### config.mk
export PLATFORM = sky130hd
export DESIGN_NAME = vga_scan_ctrl_flat
export DESIGN_NICKNAME = d
export VERILOG_FILES = /design/src/rtl/vga_scan_ctrl_if.sv /design/src/rtl/vga_scan_ctrl.sv /design/src/flat_wrapper.sv
export SDC_FILE = /design/constraint.sdc
export NUM_CORES = 1
export LEC_CHECK = 0
export BUFFER_PORTS_ARGS = -buffer_cell sky130_fd_sc_hd__buf_2
export CAP_MARGIN = 20
export CORE_UTILIZATION = 30
export DETAILED_ROUTE_END_ITERATION = 10
export GPL_TIMING_DRIVEN = 1
export PLACE_DENSITY_LB_ADDON = 0.2
export RECOVER_POWER = 50
export SLEW_MARGIN = 20
export SYNTH_ARGS = -nofsm -noshare
export SYNTH_HDL_FRONTEND = slang
export SYNTH_SLANG_ARGS = --single-unit
### constraint.sdc
create_clock -name clk -period 5.4 [get_ports clk]
set_input_delay 0.81 -clock clk [delete_from_list [all_inputs] [get_ports clk]]
set_output_delay 0.81 -clock clk [all_outputs]
set_load 0.02 [all_outputs]
### src/rtl/vga_scan_ctrl_if.sv
// Bundle of the scan controller's bus signals: video outputs, the writer
// request/grant port and the framebuffer RAM port.
// The slave modport is the scan controller; the master modport is the
// surrounding system (writer, RAM and display sink).
interface vga_scan_ctrl_if #(
    parameter int DATA_W = 8,
    parameter int AW     = 19
);
    // video outputs
    logic              hsync;
    logic              vsync;
    logic              de;
    logic [DATA_W-1:0] pixel;
    logic              frame_start;

    // writer port
    logic              wr_req;
    logic [AW-1:0]     wr_addr;
    logic [DATA_W-1:0] wr_data;
    logic              wr_ack;
    logic              wr_err;

    // framebuffer RAM port
    logic [AW-1:0]     fb_addr;
    logic              fb_re;
    logic              fb_we;
    logic [DATA_W-1:0] fb_wdata;
    logic [DATA_W-1:0] fb_rdata;

    modport slave (
        output hsync, vsync, de, pixel, frame_start,
        input  wr_req, wr_addr, wr_data,
        output wr_ack, wr_err,
        output fb_addr, fb_re, fb_we, fb_wdata,
        input  fb_rdata
    );

    modport master (
        input  hsync, vsync, de, pixel, frame_start,
        output wr_req, wr_addr, wr_data,
        input  wr_ack, wr_err,
        input  fb_addr, fb_re, fb_we, fb_wdata,
        output fb_rdata
    );
endinterface

### src/rtl/vga_scan_ctrl.sv
// VGA scan controller: free-running raster counters, display read of a
// single-port framebuffer with writer access granted only in blanking, and a
// 3-cycle aligned video output pipeline.
module vga_scan_ctrl #(
    parameter int H_SYNCPULSE = 96,
    parameter int H_BPORCH    = 48,
    parameter int H_DISPLAY   = 640,
    parameter int H_FPORCH    = 16,
    parameter int H_SYNC      = 800,
    parameter int V_SYNCPULSE = 2,
    parameter int V_BPORCH    = 33,
    parameter int V_DISPLAY   = 480,
    parameter int V_FPORCH    = 10,
    parameter int V_SYNC      = 525,
    parameter int DATA_W      = 8,
    parameter int AW          = 19
) (
    input logic            clk,
    input logic            rst,
    vga_scan_ctrl_if.slave bus
);
    localparam int HW = $clog2(H_SYNC + 1);
    localparam int VW = $clog2(V_SYNC + 1);

    localparam logic [HW-1:0] H_LAST = HW'(H_SYNC - 1);
    localparam logic [HW-1:0] H_SP   = HW'(H_SYNCPULSE);
    localparam logic [HW-1:0] H_AS   = HW'(H_SYNCPULSE + H_BPORCH);
    // The active window ends where the front porch begins, which for a
    // consistent timing set is H_SYNCPULSE + H_BPORCH + H_DISPLAY.
    localparam logic [HW-1:0] H_AE   = HW'(H_SYNC - H_FPORCH);
    localparam logic [VW-1:0] V_LAST = VW'(V_SYNC - 1);
    localparam logic [VW-1:0] V_SP   = VW'(V_SYNCPULSE);
    localparam logic [VW-1:0] V_AS   = VW'(V_SYNCPULSE + V_BPORCH);
    localparam logic [VW-1:0] V_AE   = VW'(V_SYNC - V_FPORCH);
    // One extra bit so a full 2**AW framebuffer still compares correctly.
    localparam logic [AW:0]   NPIX   = (AW + 1)'(H_DISPLAY * V_DISPLAY);

    typedef enum logic [1:0] {
        DISP,
        IDLE,
        WR
    } arb_state_t;

    logic [HW-1:0]     hc;
    logic [VW-1:0]     vc;
    logic [AW-1:0]     pix;
    logic              hs;
    logic              vs;
    logic              act;
    logic              first;
    logic [3:0]        tm_d1;
    logic [3:0]        tm_d2;
    logic              hsync_reg;
    logic              vsync_reg;
    logic              de_reg;
    logic              frame_start_reg;
    logic [DATA_W-1:0] pixel_reg;
    arb_state_t        state;
    logic              ack_block;
    logic [AW-1:0]     fb_addr_reg;
    logic              fb_re_reg;
    logic              fb_we_reg;
    logic [DATA_W-1:0] fb_wdata_reg;
    logic              wr_ack_reg;
    logic              wr_err_reg;

    // Raw timing decoded from the counters.
    assign hs    = (hc < H_SP);
    assign vs    = (vc < V_SP);
    assign act   = (hc >= H_AS) && (hc < H_AE) && (vc >= V_AS) && (vc < V_AE);
    assign first = (hc == '0) && (vc == '0);

    // A request granted last cycle (or rejected last cycle) is still visible
    // to the writer as an ack this cycle, so it must not be granted again.
    assign ack_block = (state == WR) || wr_err_reg;

    // Horizontal and vertical raster counters.
    always_ff @(posedge clk or posedge rst) begin
        if (rst) begin
            hc <= '0;
            vc <= '0;
        end else if (hc == H_LAST) begin
            hc <= '0;
            vc <= (vc == V_LAST) ? '0 : vc + VW'(1);
        end else begin
            hc <= hc + HW'(1);
        end
    end

    // Running linear pixel index; advances once per active cycle.
    always_ff @(posedge clk or posedge rst) begin
        if (rst) begin
            pix <= '0;
        end else if (first) begin
            pix <= '0;
        end else if (act) begin
            pix <= pix + AW'(1);
        end
    end

    // Delay timing by two stages to line up with the RAM read data.
    always_ff @(posedge clk or posedge rst) begin
        if (rst) begin
            tm_d1 <= '0;
            tm_d2 <= '0;
        end else begin
            tm_d1 <= {first, act, vs, hs};
            tm_d2 <= tm_d1;
        end
    end

    // Output register stage: sync, enable and pixel leave together.
    always_ff @(posedge clk or posedge rst) begin
        if (rst) begin
            hsync_reg       <= 1'b0;
            vsync_reg       <= 1'b0;
            de_reg          <= 1'b0;
            frame_start_reg <= 1'b0;
            pixel_reg       <= '0;
        end else begin
            hsync_reg       <= tm_d2[0];
            vsync_reg       <= tm_d2[1];
            de_reg          <= tm_d2[2];
            frame_start_reg <= tm_d2[3];
            pixel_reg       <= tm_d2[2] ? bus.fb_rdata : '0;
        end
    end

    // Port arbiter: display reads own every active cycle, writer gets the
    // port in blanking; all port controls are registered.
    always_ff @(posedge clk or posedge rst) begin
        if (rst) begin
            state        <= IDLE;
            fb_addr_reg  <= '0;
            fb_re_reg    <= 1'b0;
            fb_we_reg    <= 1'b0;
            fb_wdata_reg <= '0;
            wr_ack_reg   <= 1'b0;
            wr_err_reg   <= 1'b0;
        end else begin
            fb_re_reg  <= 1'b0;
            fb_we_reg  <= 1'b0;
            wr_ack_reg <= 1'b0;
            wr_err_reg <= 1'b0;
            if (act) begin
                state       <= DISP;
                fb_re_reg   <= 1'b1;
                fb_addr_reg <= pix;
            end else if (bus.wr_req && !ack_block) begin
                wr_ack_reg <= 1'b1;
                if ({1'b0, bus.wr_addr} < NPIX) begin
                    state        <= WR;
                    fb_we_reg    <= 1'b1;
                    fb_addr_reg  <= bus.wr_addr;
                    fb_wdata_reg <= bus.wr_data;
                end else begin
                    state      <= IDLE;
                    wr_err_reg <= 1'b1;
                end
            end else begin
                state <= IDLE;
            end
        end
    end

    assign bus.hsync       = hsync_reg;
    assign bus.vsync       = vsync_reg;
    assign bus.de          = de_reg;
    assign bus.frame_start = frame_start_reg;
    assign bus.pixel       = pixel_reg;
    assign bus.fb_addr     = fb_addr_reg;
    assign bus.fb_re       = fb_re_reg;
    assign bus.fb_we       = fb_we_reg;
    assign bus.fb_wdata    = fb_wdata_reg;
    assign bus.wr_ack      = wr_ack_reg;
    assign bus.wr_err      = wr_err_reg;
endmodule

### src/flat_wrapper.sv
// flat-port wrapper written by rule: the top's interface ports become plain ports
module vga_scan_ctrl_flat 
#(
    parameter int H_SYNCPULSE = 96,
    parameter int H_BPORCH    = 48,
    parameter int H_DISPLAY   = 640,
    parameter int H_FPORCH    = 16,
    parameter int H_SYNC      = 800,
    parameter int V_SYNCPULSE = 2,
    parameter int V_BPORCH    = 33,
    parameter int V_DISPLAY   = 480,
    parameter int V_FPORCH    = 10,
    parameter int V_SYNC      = 525,
    parameter int DATA_W      = 8,
    parameter int AW          = 19
)
  (clk, rst, bus_hsync, bus_vsync, bus_de, bus_pixel, bus_frame_start, bus_wr_req, bus_wr_addr, bus_wr_data, bus_wr_ack, bus_wr_err, bus_fb_addr, bus_fb_re, bus_fb_we, bus_fb_wdata, bus_fb_rdata);
  vga_scan_ctrl_if #(.DATA_W(DATA_W), .AW(AW)) bus_i ();
  input logic clk;
  input logic rst;
  output wire logic [$bits(bus_i.hsync)-1:0] bus_hsync;
  output wire logic [$bits(bus_i.vsync)-1:0] bus_vsync;
  output wire logic [$bits(bus_i.de)-1:0] bus_de;
  output wire logic [$bits(bus_i.pixel)-1:0] bus_pixel;
  output wire logic [$bits(bus_i.frame_start)-1:0] bus_frame_start;
  input wire logic [$bits(bus_i.wr_req)-1:0] bus_wr_req;
  input wire logic [$bits(bus_i.wr_addr)-1:0] bus_wr_addr;
  input wire logic [$bits(bus_i.wr_data)-1:0] bus_wr_data;
  output wire logic [$bits(bus_i.wr_ack)-1:0] bus_wr_ack;
  output wire logic [$bits(bus_i.wr_err)-1:0] bus_wr_err;
  output wire logic [$bits(bus_i.fb_addr)-1:0] bus_fb_addr;
  output wire logic [$bits(bus_i.fb_re)-1:0] bus_fb_re;
  output wire logic [$bits(bus_i.fb_we)-1:0] bus_fb_we;
  output wire logic [$bits(bus_i.fb_wdata)-1:0] bus_fb_wdata;
  input wire logic [$bits(bus_i.fb_rdata)-1:0] bus_fb_rdata;
  assign bus_hsync = bus_i.hsync;
  assign bus_vsync = bus_i.vsync;
  assign bus_de = bus_i.de;
  assign bus_pixel = bus_i.pixel;
  assign bus_frame_start = bus_i.frame_start;
  assign bus_i.wr_req = bus_wr_req;
  assign bus_i.wr_addr = bus_wr_addr;
  assign bus_i.wr_data = bus_wr_data;
  assign bus_wr_ack = bus_i.wr_ack;
  assign bus_wr_err = bus_i.wr_err;
  assign bus_fb_addr = bus_i.fb_addr;
  assign bus_fb_re = bus_i.fb_re;
  assign bus_fb_we = bus_i.fb_we;
  assign bus_fb_wdata = bus_i.fb_wdata;
  assign bus_i.fb_rdata = bus_fb_rdata;
  vga_scan_ctrl #(.H_SYNCPULSE(H_SYNCPULSE), .H_BPORCH(H_BPORCH), .H_DISPLAY(H_DISPLAY), .H_FPORCH(H_FPORCH), .H_SYNC(H_SYNC), .V_SYNCPULSE(V_SYNCPULSE), .V_BPORCH(V_BPORCH), .V_DISPLAY(V_DISPLAY), .V_FPORCH(V_FPORCH), .V_SYNC(V_SYNC), .DATA_W(DATA_W), .AW(AW)) u_core (.clk(clk), .rst(rst), .bus(bus_i));
endmodule
# Word level (Yosys, flattened, before mapping)
# Cells that the tools add are included.
[totals]
ff_bits = 92
in_bits = 38
out_inout_bits = 43
elab_cells = 65
[op_classes]
add_sub_neg = 3
magnitude_cmp = 7
eq_ne = 3
n_mux = 20
bitwise = 1
reduce_logical = 14
[ops]
columns = ["cell", "count"]
rows = [
  ["2-to-1 mux 19 bit", 5],
  ["adder 10 x 1 -> 10 bit, second input constant", 2],
  ["equality test 10 bit, second input constant", 2],
  ["zero test 10 bit", 2],
  ["< comparator 10 bit, second input constant", 2],
  ["2-to-1 mux 10 bit", 2],
  ["adder 19 x 1 -> 19 bit, second input constant", 1],
  ["< comparator 19 bit, second input constant", 1],
  [">= comparator 10 x 6 -> 1 bit, second input constant", 1],
  [">= comparator 10 x 8 -> 1 bit, second input constant", 1],
  ["< comparator 10 x 2 -> 1 bit, second input constant", 1],
  ["< comparator 10 x 7 -> 1 bit, second input constant", 1],
  ["2-to-1 mux 1 bit", 9],
  ["2-to-1 mux 8 bit", 1],
  ["2-to-1 mux 2 bit", 3],
  ["nonzero test 2 bit", 3],
  ["logical AND 1 bit", 5],
  ["AND reduction 3 bit", 1],
  ["equality test 2 bit, second input constant", 1],
  ["AND reduction 2 bit", 1],
  ["zero test 1 bit", 1],
  ["logical OR 1 bit", 1],
  ["NOT 1 bit", 1],
]

# Longest topological paths before layout
[depth]
word_depth = 6
mapped_depth = 9
mapped_depth_nobuf = 7

# Worst setup path after synthesis
# OpenSTA, ideal clock, no wires.
[synth_path]
path_type = "input port to flip-flop"
from = "in bus_wr_addr[12]"
to = "reg u_core.fb_addr_reg[0], in the netlist u_core.bus.fb_addr[0]"
setup_time_ns = 0.122
t_arrival_ns = 2.076
required_time_ns = 5.278
slack_ns = 3.202
path_stages = 7
n_path_buf = 2
cell_sequence = "a21o_1 > a211o_1 > a21o_1 > clkbuf_1 > clkbuf_1 > nand2_1 > a21oi_2"
[synth_via]
elab_chain_len = 3
[synth_lines]
columns = ["item", "line", "text"]
rows = [
  ["start: declaration", "flat_wrapper.sv:27", "input wire logic [$bits(bus_i.wr_addr)-1:0] bus_wr_addr;"],
  ["< comparator 19 bit", "vga_scan_ctrl.sv:151", "if ({1'b0, bus.wr_addr} < NPIX) begin"],
  ["nonzero test 2 bit (no source line)", "n/a", ""],
  ["AND reduction 2 bit (no source line)", "n/a", ""],
  ["end signal: assignment", "vga_scan_ctrl.sv:148", "fb_addr_reg <= pix;"],
  ["end signal: assignment", "vga_scan_ctrl.sv:154", "fb_addr_reg <= bus.wr_addr;"],
  ["end: declaration", "vga_scan_ctrl.sv:60", "logic [AW-1:0] fb_addr_reg;"],
]
# No other way between the ends.
# A chain may end at the register's enable or synchronous reset.

# Final worst setup path
[layout_path]
from = "reg u_core.vc[0]"
to = "reg u_core.fb_wdata_reg[7], in the netlist u_core.bus.fb_wdata[7]"
[layout_via]
elab_chain_len = 5
word_cells_on_any_way = 6
classes_between = "order compare (2); bitwise (1); reduce/logical (3)"
[layout_lines]
columns = ["item", "line", "text"]
rows = [
  ["start: declaration", "vga_scan_ctrl.sv:45", "logic [VW-1:0] vc;"],
  ["start signal: assignment", "vga_scan_ctrl.sv:84", "vc <= (vc == V_LAST) ? '0 : vc + VW'(1);"],
  [">= comparator 10 x 6 -> 1 bit", "vga_scan_ctrl.sv:70", "assign act = (hc >= H_AS) && (hc < H_AE) && (vc >= V_AS) && (vc < V_AE);"],
  ["logical AND 1 bit", "vga_scan_ctrl.sv:70", ""],
  ["logical AND 1 bit *", "vga_scan_ctrl.sv:70", ""],
  ["NOT 1 bit (no source line) *", "n/a", ""],
  ["AND reduction 3 bit (no source line) *", "n/a", ""],
  ["end signal: assignment", "vga_scan_ctrl.sv:155", "fb_wdata_reg <= bus.wr_data;"],
  ["end: declaration", "vga_scan_ctrl.sv:63", "logic [DATA_W-1:0] fb_wdata_reg;"],
]
# Every way passes the cells marked *; elsewhere a longest branch is shown, timed or not.

==> results.txt <==
* Outcome: complete, but fails checks
- Violations in the final reports: capacitance limit, slew limit
- Effective utilization at floorplan: 30.97%
- The filler cells instantiated in the layout total 1,369.
- WL final: 8.889 mm
- Largest stage delay, worst path: 590 ps
- The worst setup path is captured at a register.
* Largest family of logic cells by synthesized area: simple AND/OR/NAND/NOR gates
* Count of unique library cells instantiated by Yosys: 48
* Count of port buffers added during placement: 80
- Of the total synthesized cell area, the portion taken by XOR and XNOR cells is 3.191%.
* Die outline area: 14,200 sq um
- The number of antenna violations at the first check in global routing is 0.
* Total setup violations reported at the end of the flow: 0
- Maximum count of clock buffers along a single path: 2
- Placement Rows: 42
- Power spread over the standard cell area amounts to 321.9 nW/um^2.
* Number of cells upsized or downsized after cts: 0
* Vias in the first global route: 2,945
- Summing the areas of all compound-gate instances in the mapped netlist gives 12.03% of the synthesized area.
* Final worst-path cycle share: 55.81%
- Leaving out filler cells and counting taps, the final layout contains 642.
* Clock-pin transition on the worst setup and hold timing paths: 70 ps
- From bottom edge to top edge, the die measures 119.2 microns.
- Total clock buffers created by CTS: 9
- Global-route wire length before repair: 14.65 mm
* Final worst hold slack: 347.0 ps
- Dpl hpwl: 6.127 mm
- In this run the worst path has a maximum fanout of 41.
- The H-tree was split into 3 levels.
- Synthesized netlist cell count: 389
- The die is 119.2 microns wide.
* Synthesized Nets: 432
- Entering global routing, the biggest net connects 57 pins.
- Gr usage total: 13.28%
- The clock drives 90 sinks.
* Root buf cell: clkbuf_16
- Count of pins over their slew limit: 36
* CP arrival: 3250 ps
- Share of synthesized flip-flops with an asynchronous set or reset: 100.0%
- Sum of negative setup slack: 0 ps
- Synthesized area per cell: 10.59 sq um
* Worst slew pin tran: 1545 ps
* Cell family with most CP delay: compound AO/OA/AOI/OAI gates
- Most common flop cell mapped by yosys: dfrtp_1
* Post-DR vias/cell: 4.829
- In the final layout, the share of cells above drive strength 1 is 15.67%.
- Max-cap violations in this run came to 1.
- Dividing the detail-routed wire length by the instance count gives 13.85 microns.
- Placeable Area: 13,300 sq um
- Antenna diode instance count: 0
* Number of enable flip-flop cells after synthesis: 0
- Cell Chain, Critical Path: ha_1 -> o41a_1 -> o21bai_2 -> a21o_2 -> inv_2 -> nor2_8 -> mux2_1
- Prior to clock tree synthesis, the placed netlist has a worst setup slack of 2364 ps.
- The first detailed-routing pass took 4 iterations.
- In this run, synthesis produced a sequential element count of 90.
- Cell count after placement: 626
* Worst-path cell with the longest stage delay: a21o_2
* Multiplexer area fraction after synthesis: 3.646%
- Kind of critical path: register to register
* Relative max-transition margin: -3.573%
- The mapped netlist covers 4118 sq um.
* Starting DRT DRC Count: 109
- In the final design database the tool counted 504 nets.
- The worst hold path belongs to the class register to register.
- Once the clock tree was built, the setup fixing pass inserted 0 buffers.
- The worst path meets setup with 2386 ps of slack.
- DRC violation count after routing: 0
- In this run the static leakage power is 2.130 nW.
* Synth-to-layout area growth: 18.26%
- The count of nets left with antenna violations once routing finished came out at 0.
- At the later pin of the worst-skew pair, clock insertion delay measures 360 ps.
- The count of final hold-check violations was 0.
- Weighted congestion at the end of routability-driven global placement: 0.7659
- TritonCTS built the clock tree.
- Number of vias after detailed routing: 3,100
- Number of primary I/O pins: 81
* Sequential element share of the synthesized area: 54.73%
- IR analysis of the VDD net gives a maximum drop of 0.1791 mV.
* Worst path bufs/invs: 1
* Synth Area in Adders: 1.519%
* Yosys warning count: 0
* Maximum clock frequency: 331.8 MHz
- Clock tree skew after final layout: 8.502 ps
- For the finished layout, the period the worst path requires is 3014 ps.
- GRT Residual Overflow: 0
* RSZ-0062 raised after global routing: false
* Post-Synth Simple-Gate Area: 21.03%
* Total of hold buffers inserted after clock tree synthesis: 0
* Crit path required time: 5640 ps
- The worst setup path is launched from a register.
-- routing by layer --
metal / GRT usage (%) / vias up / routed length, microns
met2: 20.78 / 83 / 4119
li1: - / 1518 / -
met3: 4.406 / 12 / 480
met1: 17.03 / 1487 / 4159
met5: 0 / - / 0
met4: 4.747 / 0 / 130
-- cell families (layout without fill, tap and decap cells) --
kind of cell / after synthesis / after routing
fa+ha+maj: 5 / 5
simple gates: 158 / 158
xor+xnor: 15 / 15
buf+inv: 27 / 104
mux: 14 / 14
compound gates: 80 / 80
flops: 90 / 90
-- worst paths after layout --
path	from	cells past startpoint	slack [ps]	end
worst max-delay path	u_core.vc[0]	7	2390	u_core.bus.fb_wdata[7]
worst min-delay path	u_core.tm_d1[0]	0	350	u_core.tm_d2[0]
worst max register to register	u_core.vc[0]	7	2390	u_core.bus.fb_wdata[7]
worst min register to register	u_core.tm_d1[0]	0	350	u_core.tm_d2[0]
max in group asynchronous	rst	3	3270	u_core.bus.fb_wdata[1]
min in group asynchronous	rst	2	790	u_core.hc[9]
-- cells in the final DEF, fill, tap and decap left out, types with 10 or more instances in the layout --
cell      Yosys  layout
nand4_1      14      14
dfrtp_1      89      89
nor2_1       37      37
nand2_1      42      42
clkbuf_1      8      44
buf_2         4      36
a21oi_1      37      37
xnor2_1      11      11
or3_1        10      10
o21ai_0      14      14
nand3_1      10      10
-- synthesized netlist by cell type (all sizes together) (8+ instances only) --
master	count	area [sq um]
nand4	14	87.58
nand3	11	60.06
dfrtp	89	2227
mux2	8	90.09
and2	12	75.07
nor2	38	158.9
buf	12	102.6
or3	10	62.56
nand2	42	157.7
o21ai	14	70.07
xnor2	11	96.34
a21oi	45	255.3
clkbuf	8	30.03
-- cell type report --
| cell class | count | area (sq um) | share of cell area (%) |
|---|---|---|---|
| Tap cell | 176 | 220.2 | 4.522 |
| Inverter | 7 | 27.53 | 0.5653 |
| Multi-Input combinational cell | 272 | 1700 | 34.92 |
| Timing Repair Buffer | 81 | 352.8 | 7.246 |
| Clock buffer | 9 | 225.2 | 4.625 |
| Clock inverter | 7 | 90.09 | 1.850 |
| Sequential cell | 90 | 2253 | 46.27 |
-- report_power, final --
part	switching, mW	total, mW	internal, mW
Clock	0.292	0.665	0.372
Sequential	0.0207	0.735	0.715
Combinational	0.115	0.168	0.0528
-- stage by stage --
stage,power [mW],util (%),instance area (sq um)
after floorplan,0.8564,-,4118
after global placement,0.9263,34.71,4614
after detailed placement,0.9306,34.71,4614
after CTS,1.608,37.08,4930
after global routing,1.642,36.63,4870
final,1.568,36.63,4870
-- worst register-to-register path: stages (launching register included) --
cell	delay [ps]
dfrtp_1	400
ha_1	290
o41a_1	350
o21bai_2	210
a21o_2	590
inv_2	410
nor2_8	290
mux2_1	350
Power figures use the tool's default switching activity.
